## src/rtl/number_ram_arbiter.sv

```systemverilog
// number_ram_arbiter: two-port fixed-priority RAM arbiter with port-1 starvation guard
module number_ram_arbiter #(
  parameter int DATA_WIDTH   = 8,
  parameter int ADDR_WIDTH   = 16,
  parameter int STARVE_LIMIT = 15
) (
  input  logic                  clk,
  input  logic                  reset,
  input  logic                  req0,
  input  logic [ADDR_WIDTH-1:0] addr0,
  output logic                  gnt0,
  output logic                  rsp_valid0,
  input  logic                  req1,
  input  logic                  we1,
  input  logic [ADDR_WIDTH-1:0] addr1,
  input  logic [DATA_WIDTH-1:0] wdata1,
  output logic                  gnt1,
  output logic                  rsp_valid1,
  output logic [DATA_WIDTH-1:0] rsp_data,
  output logic                  ram_en,
  output logic                  ram_we,
  output logic [ADDR_WIDTH-1:0] ram_addr,
  output logic [DATA_WIDTH-1:0] ram_data_i,
  input  logic [DATA_WIDTH-1:0] ram_data_o,
  output logic [15:0]           conflict_cnt
);
  logic [7:0]  starve_cnt_q, starve_cnt_d;
  logic [15:0] conflict_cnt_q, conflict_cnt_d;
  logic        rsp_valid0_q, rsp_valid1_q;
  logic        starve_flag;
  // Grant selection, RAM mux and next-state for the counters
  always_comb begin
    starve_flag    = starve_cnt_q == 8'(STARVE_LIMIT);
    gnt1           = req1 & (~req0 | starve_flag);
    gnt0           = req0 & ~gnt1;
    ram_en         = gnt0 | gnt1;
    ram_we         = gnt1 & we1;
    ram_addr       = gnt1 ? addr1 : gnt0 ? addr0 : '0;
    ram_data_i     = gnt1 ? wdata1 : '0;
    starve_cnt_d   = (req1 & ~gnt1) ? starve_cnt_q + 8'd1 : 8'd0;
    conflict_cnt_d = (req0 & req1 & ~&conflict_cnt_q) ? conflict_cnt_q + 16'd1 : conflict_cnt_q;
  end
  // Response strobes trail the grant by one cycle; reset drops any in-flight response
  always_ff @(posedge clk or posedge reset) begin
    if (reset) begin
      starve_cnt_q   <= '0;
      conflict_cnt_q <= '0;
      rsp_valid0_q   <= 1'b0;
      rsp_valid1_q   <= 1'b0;
    end else begin
      starve_cnt_q   <= starve_cnt_d;
      conflict_cnt_q <= conflict_cnt_d;
      rsp_valid0_q   <= gnt0;
      rsp_valid1_q   <= gnt1;
    end
  end
  assign rsp_valid0   = rsp_valid0_q;
  assign rsp_valid1   = rsp_valid1_q;
  assign rsp_data     = ram_data_o;
  assign conflict_cnt = conflict_cnt_q;
endmodule

```

## config.mk

```make
export PLATFORM = sky130hd
export DESIGN_NAME = number_ram_arbiter
export DESIGN_NICKNAME = d
export VERILOG_FILES = /design/src/rtl/number_ram_arbiter.sv
export SDC_FILE = /design/constraint.sdc
export NUM_CORES = 1
export LEC_CHECK = 0
export ABC_AREA = 0
export CORE_MARGIN = 2
export CORE_UTILIZATION = 40
export CTS_CLUSTER_DIAMETER = 120
export DETAILED_ROUTE_END_ITERATION = 10
export HOLD_SLACK_MARGIN = 0.1
export PLACE_DENSITY_LB_ADDON = 0.15
export SYNTH_ARGS = -nofsm -noshare
export SYNTH_HDL_FRONTEND = slang
export SYNTH_SLANG_ARGS = --single-unit
export TNS_END_PERCENT = 20
```

## constraint.sdc

```tcl
create_clock -name clk -period 3.7 [get_ports clk]
set_input_delay 0.37 -clock clk [delete_from_list [all_inputs] [get_ports clk]]
set_output_delay 0.37 -clock clk [all_outputs]
set_load 0.05 [all_outputs]
```

Word-level counts from Yosys, hierarchy flattened:

Cells that the tools add are included.

* bitwise operators: 10
* shifts and indexed selects: 0
* reduce and logical (&&, ||, !) cells: 2
* eq/ne operators: 1
* muxes and demuxes: 4
* divide/modulo/power cells: 0
* multiply operators: 0
* add/subtract/negate cells: 2
* order comparisons: 0

Operators with widths (number)
* $mux 16: 2
* $add 16x1->16 const B: 1
* $mux 8: 2
* $reduce_and 16->1: 1
* $add 8x1->8 const B: 1
* $eq 8x4->1 const B: 1
* $and 1x1->1: 6
* $not 1->1: 2
* $or 1x1->1: 2
* $logic_not 1->1: 1

* memory bits (writable): 0
* memories: 0
* input bits: 53
* latch bits: 0
* word-level logic and storage cells: 23
* memory bits (read-only): 0
* flip-flop bits (word level): 26

Longest topological paths before layout:

* depth in word-level cells: 7
* depth in mapped cells: 7
* mapped depth without buffers: 6

Worst setup path after synthesis:

OpenSTA, ideal clock, no wires.

* kind: register to output
* start: reg starve_cnt_q[0]
* end: out ram_addr[10]
* path slack: 1.198 ns
* path buffers: 2
* data required time: 3.330 ns
* cell stages (with the launch flop): 8
* arrival time: 2.132 ns
* cells stage by stage: dfrtp_1 > ha_1 > nand3_1 > nand2b_1 > a21bo_1 > buf_6 > buf_12 > mux2i_1

* cells in the longest elaborated chain, start to end: 7

Ends and longest elaborated chain
* start, declared: line 27 `logic [7:0] starve_cnt_q, starve_cnt_d;`
* start signal, assigned: line 51 `starve_cnt_q <= starve_cnt_d;`
* $eq 8x4->1 *: line 33 `starve_flag = starve_cnt_q == 8'(STARVE_LIMIT);`
* $or 1x1->1 *: line 34 `gnt1 = req1 & (~req0 | starve_flag);`
* $and 1x1->1 *: line 34
* $not 1->1: line 35 `gnt0 = req0 & ~gnt1;`
* $and 1x1->1: line 35
* $mux 16: line 38 `ram_addr = gnt1 ? addr1 : gnt0 ? addr0 : '0;`
* $mux 16 *: line 38
* end, declared: line 22 `output logic [ADDR_WIDTH-1:0] ram_addr,`

Mark *: on every way between the ends. The rest lies on a longest branch, timed or not.

Worst setup path after layout:

* start: reg starve_cnt_q[0]
* end: out ram_data_i[2]

* cells in the longest elaborated chain, start to end: 4

Ends and longest elaborated chain
* $eq 8x4->1: line 33
* $or 1x1->1: line 34
* $and 1x1->1: line 34
* $mux 8: line 39 `ram_data_i = gnt1 ? wdata1 : '0;`
* end, declared: line 23 `output logic [DATA_WIDTH-1:0] ram_data_i,`

No other way between the ends.

==> results.md <==
- Synth warnings: 0
- Sequential cell area: 650.6 um2
- Top sig layer: met4
- Met2 WL post-DR: 1982 um
- Worst-margin pin slew: 0.9772 ns
- Main area contributors after synthesis: dfrtp_1 38%, mux2i_1 9.4%, nand2_1 6.0%
- Hold buffers post-CTS: 0
- Gr usage total: 0.1846
- Worst setup path class: flip-flop to output port
- Pwr/cell area: 378.7 nW/um2
- Synthesized area: 1699 um2
- # rows: 23
- Port buffer count: 90
- DP Area: 2524 um2
- Number of flops mapped to enable cells by yosys: 0
- Final setup fails: 0
- Root buf cell: clkbuf_8
- Vias in the first global route: 1634
- Multi-input gate area: 869.6 um2
- Combinational Power Share: 0.437
- Routed wl met3: 417 um
- Die area: 4785 um2
- Largest family of logic cells by synthesized area: simple AND/OR/NAND/NOR gates
- Switching Power: 0.0004002 W
- Max-cap check violation count: 0
- Relative slew margins: 0.3478
- Clk sinks: 26
- Commonest non-fill, non-tap cells in the layout: 73 x clkdlybuf4s50_1, 27 x nand2_1, 26 x dfrtp_1
- Worst Setup End Kind: output port
- M1 WL: 1863 um
- Fraction of registers with async set or reset after synthesis: 1.000
- Adder-Cell Fraction of Synth Area: 0.01473
- CTS resizes: 0
- Remaining DRCs: 0
- Post-synth top area cell: dfrtp_1
- Die width: 69.18 um
- Largest net degree at the start of global routing: 27
- DR vias/cell: 5.022
- Fin crit share: 0.7740
- Worst Skew: 0.002105 ns
- CTS H-tree depth: 1
- Die Y: 69.18 um
- Leakage: 1.206 nW
- Area grow syn2layout: 51.77%
- Final Critical Period: 2.864 ns
- Starting density of the core: 0.4187
- Max-slew violation count: 0
- Diodes inserted: 0
- Setup Total Neg Slack: 0 ns
- Layout filler cell count: 346
- Layout cells sized above 1: 0.1152
- Crit path arrival time: 2.49 ns
- Worst Setup Start Kind: flip-flop
- Internal Dissipation: 0.0005765 W
- Routed Wire Length: 4310 um
- Seq cells post-synth: 26
- Worst min-delay path class: flip-flop to flip-flop
- Core Area: 4058 um2
- Routed length per instance: 13.51 um
- Xor-xnor portion of the synthesized cell area: 0.06186
- Initial antenna violation count: 0
- Synth top area share: 0.3829
- Synthesized area per cell: 9.086 um2
- Placer Congestion: 0.7981
- Antenna Nets Post-Route: 0
- RSZ-0062 raised after global routing: false
- Skew-Pair Late Insertion Delay: 0.27 ns
- Syn_nets: 242
- Multiplexer share of the synthesized area: 0.1141
- Leading cell type in the layout, fill and taps excluded: clkdlybuf4s50_1
- Post-CTS Setup Bufs: 0
- Worst IR drop on VDD: 0.0002266 V
- Sequential area share after synthesis: 0.3829
- Maximum net fanout on the critical path: 11
- Main synth FF type: dfrtp_1
- Cell variety after synth: 36
- Final hold vios: 0
- Register share of total power: 0.377
- Worst-path clk slew: 0.09 ns
- DR pass1 iterations: 4
- Switch share: 0.4097
- I/O pin count: 107
- Simple-gate share of the synthesized area: 0.2526
- First-pass GRT wire length: 7376 um
- Vias: 1602
- Design area: 2579 um2
- GR Overflow Total: 0
- Clk buf depth: 2
- CP required: 3.33 ns
- Starting DRC count in detailed routing: 91
- Mapped Cells: 187
- Net count, final: 325
- F_max: 349.2 MHz
- Clk pwr share: 0.186
- Status: finished, final reports clean
- CTS tree: yes
- DPL Wire Length: 3367 um
- Complex-gate fraction of the synthesized area: 0.06848
- Total CTS buffers: 3
==> cells by family after synthesis <==
logic type / Yosys count
xor gates and xnor gates: 12
DFF: 26
adders and majority gates: 2
buffers and inverters: 32
and+or+nand+nor: 80
muxes: 19
AOI/OAI and AO/OA: 16
==> registers in the layout, indices dropped and copies added (netlist names) <==
register      count
conflict_cnt     16
rsp_valid0        1
rsp_valid1        1
starve_cnt_q      8
==> final cells by class <==
type | instances | area share
Clock buffer | 4 | 0.02135
Inverter | 18 | 0.02620
Timing Repair Buffer | 92 | 0.3387
Multi-Input combinational cell | 129 | 0.3372
Sequential cell | 26 | 0.2523
Tap cell | 50 | 0.02426
==> synthesized netlist by cell type, types with 2 or more instances <==
cell type   n
buf_4       9
a31oi_1     3
nor4_2      2
clkbuf_1    2
mux2_2      3
xor2_1      3
and4_1      7
and3_1      3
nand4_1     8
a21oi_1     4
xnor2_1     9
mux2i_1    16
nand3_1     6
inv_1      17
ha_1        2
and2_1     11
dfrtp_1    26
nand2_1    27
nor2_1     10
a41oi_1     3
==> layer usage <==
layer | track usage | up-vias
met5 | 0 | -
met4 | 0.05229 | 0
met3 | 0.06831 | 4
met2 | 0.2981 | 71
met1 | 0.2316 | 725
li1 | - | 802
==> metrics by stage <==
| step | worst slack (ns) | util | hold WS (ns) | instances | power (W) |
|---|---|---|---|---|---|
| after global routing | 0.6373 | 0.6355 | 0.5065 | 319 | 0.001028 |
| after CTS | 0.8025 | 0.6355 | 0.4655 | 319 | 0.0009870 |
| after global placement | 1.142 | 0.6220 | 0.4443 | 315 | 0.0008002 |
| final | 0.8363 | 0.6355 | 0.4613 | 319 | 0.0009766 |
| after floorplan | 1.198 | - | 0.4100 | 187 | 0.0006564 |
| after detailed placement | 1.104 | 0.6220 | 0.4533 | 315 | 0.0008024 |
==> worst paths after layout <==
path / to / startpoint / cells after the start / slack [ns]
max reg2reg: conflict_cnt[1] / conflict_cnt[0] / 5 / 1.83
max in group asynchronous: conflict_cnt[7] / reset / 2 / 2.49
min reg2reg: starve_cnt_q[0] / starve_cnt_q[0] / 1 / 0.46
max: ram_data_i[2] / starve_cnt_q[0] / 7 / 0.84
min in group asynchronous: starve_cnt_q[7] / reset / 2 / 0.62
min: starve_cnt_q[0] / starve_cnt_q[0] / 1 / 0.46
==> power by group through the flow <==
| stage | Sequential (W) | Combinational, W | Clock [W] |
|---|---|---|---|
| 6_report | 0.000368 | 0.000427 | 0.000181 |
| 3_5_place_dp | 0.000372 | 0.000430 | 0 |
| 3_3_place_gp | 0.000371 | 0.000429 | 0 |
| 2_1_floorplan | 0.000472 | 0.000184 | 0 |
| 5_1_grt | 0.000374 | 0.000455 | 0.000199 |
| 4_1_cts | 0.000369 | 0.000432 | 0.000187 |
==> worst max-delay path, cell delays in order, from the launching register on <==
cell and delay [ns]:
dfrtp_1 0.37, ha_1 0.19, nand3_1 0.14, nand2b_1 0.21, a21bo_1 0.24, inv_2 0.13, and2_1 0.15, clkdlybuf4s50_1 0.80
(Power assumes the default switching activity.)
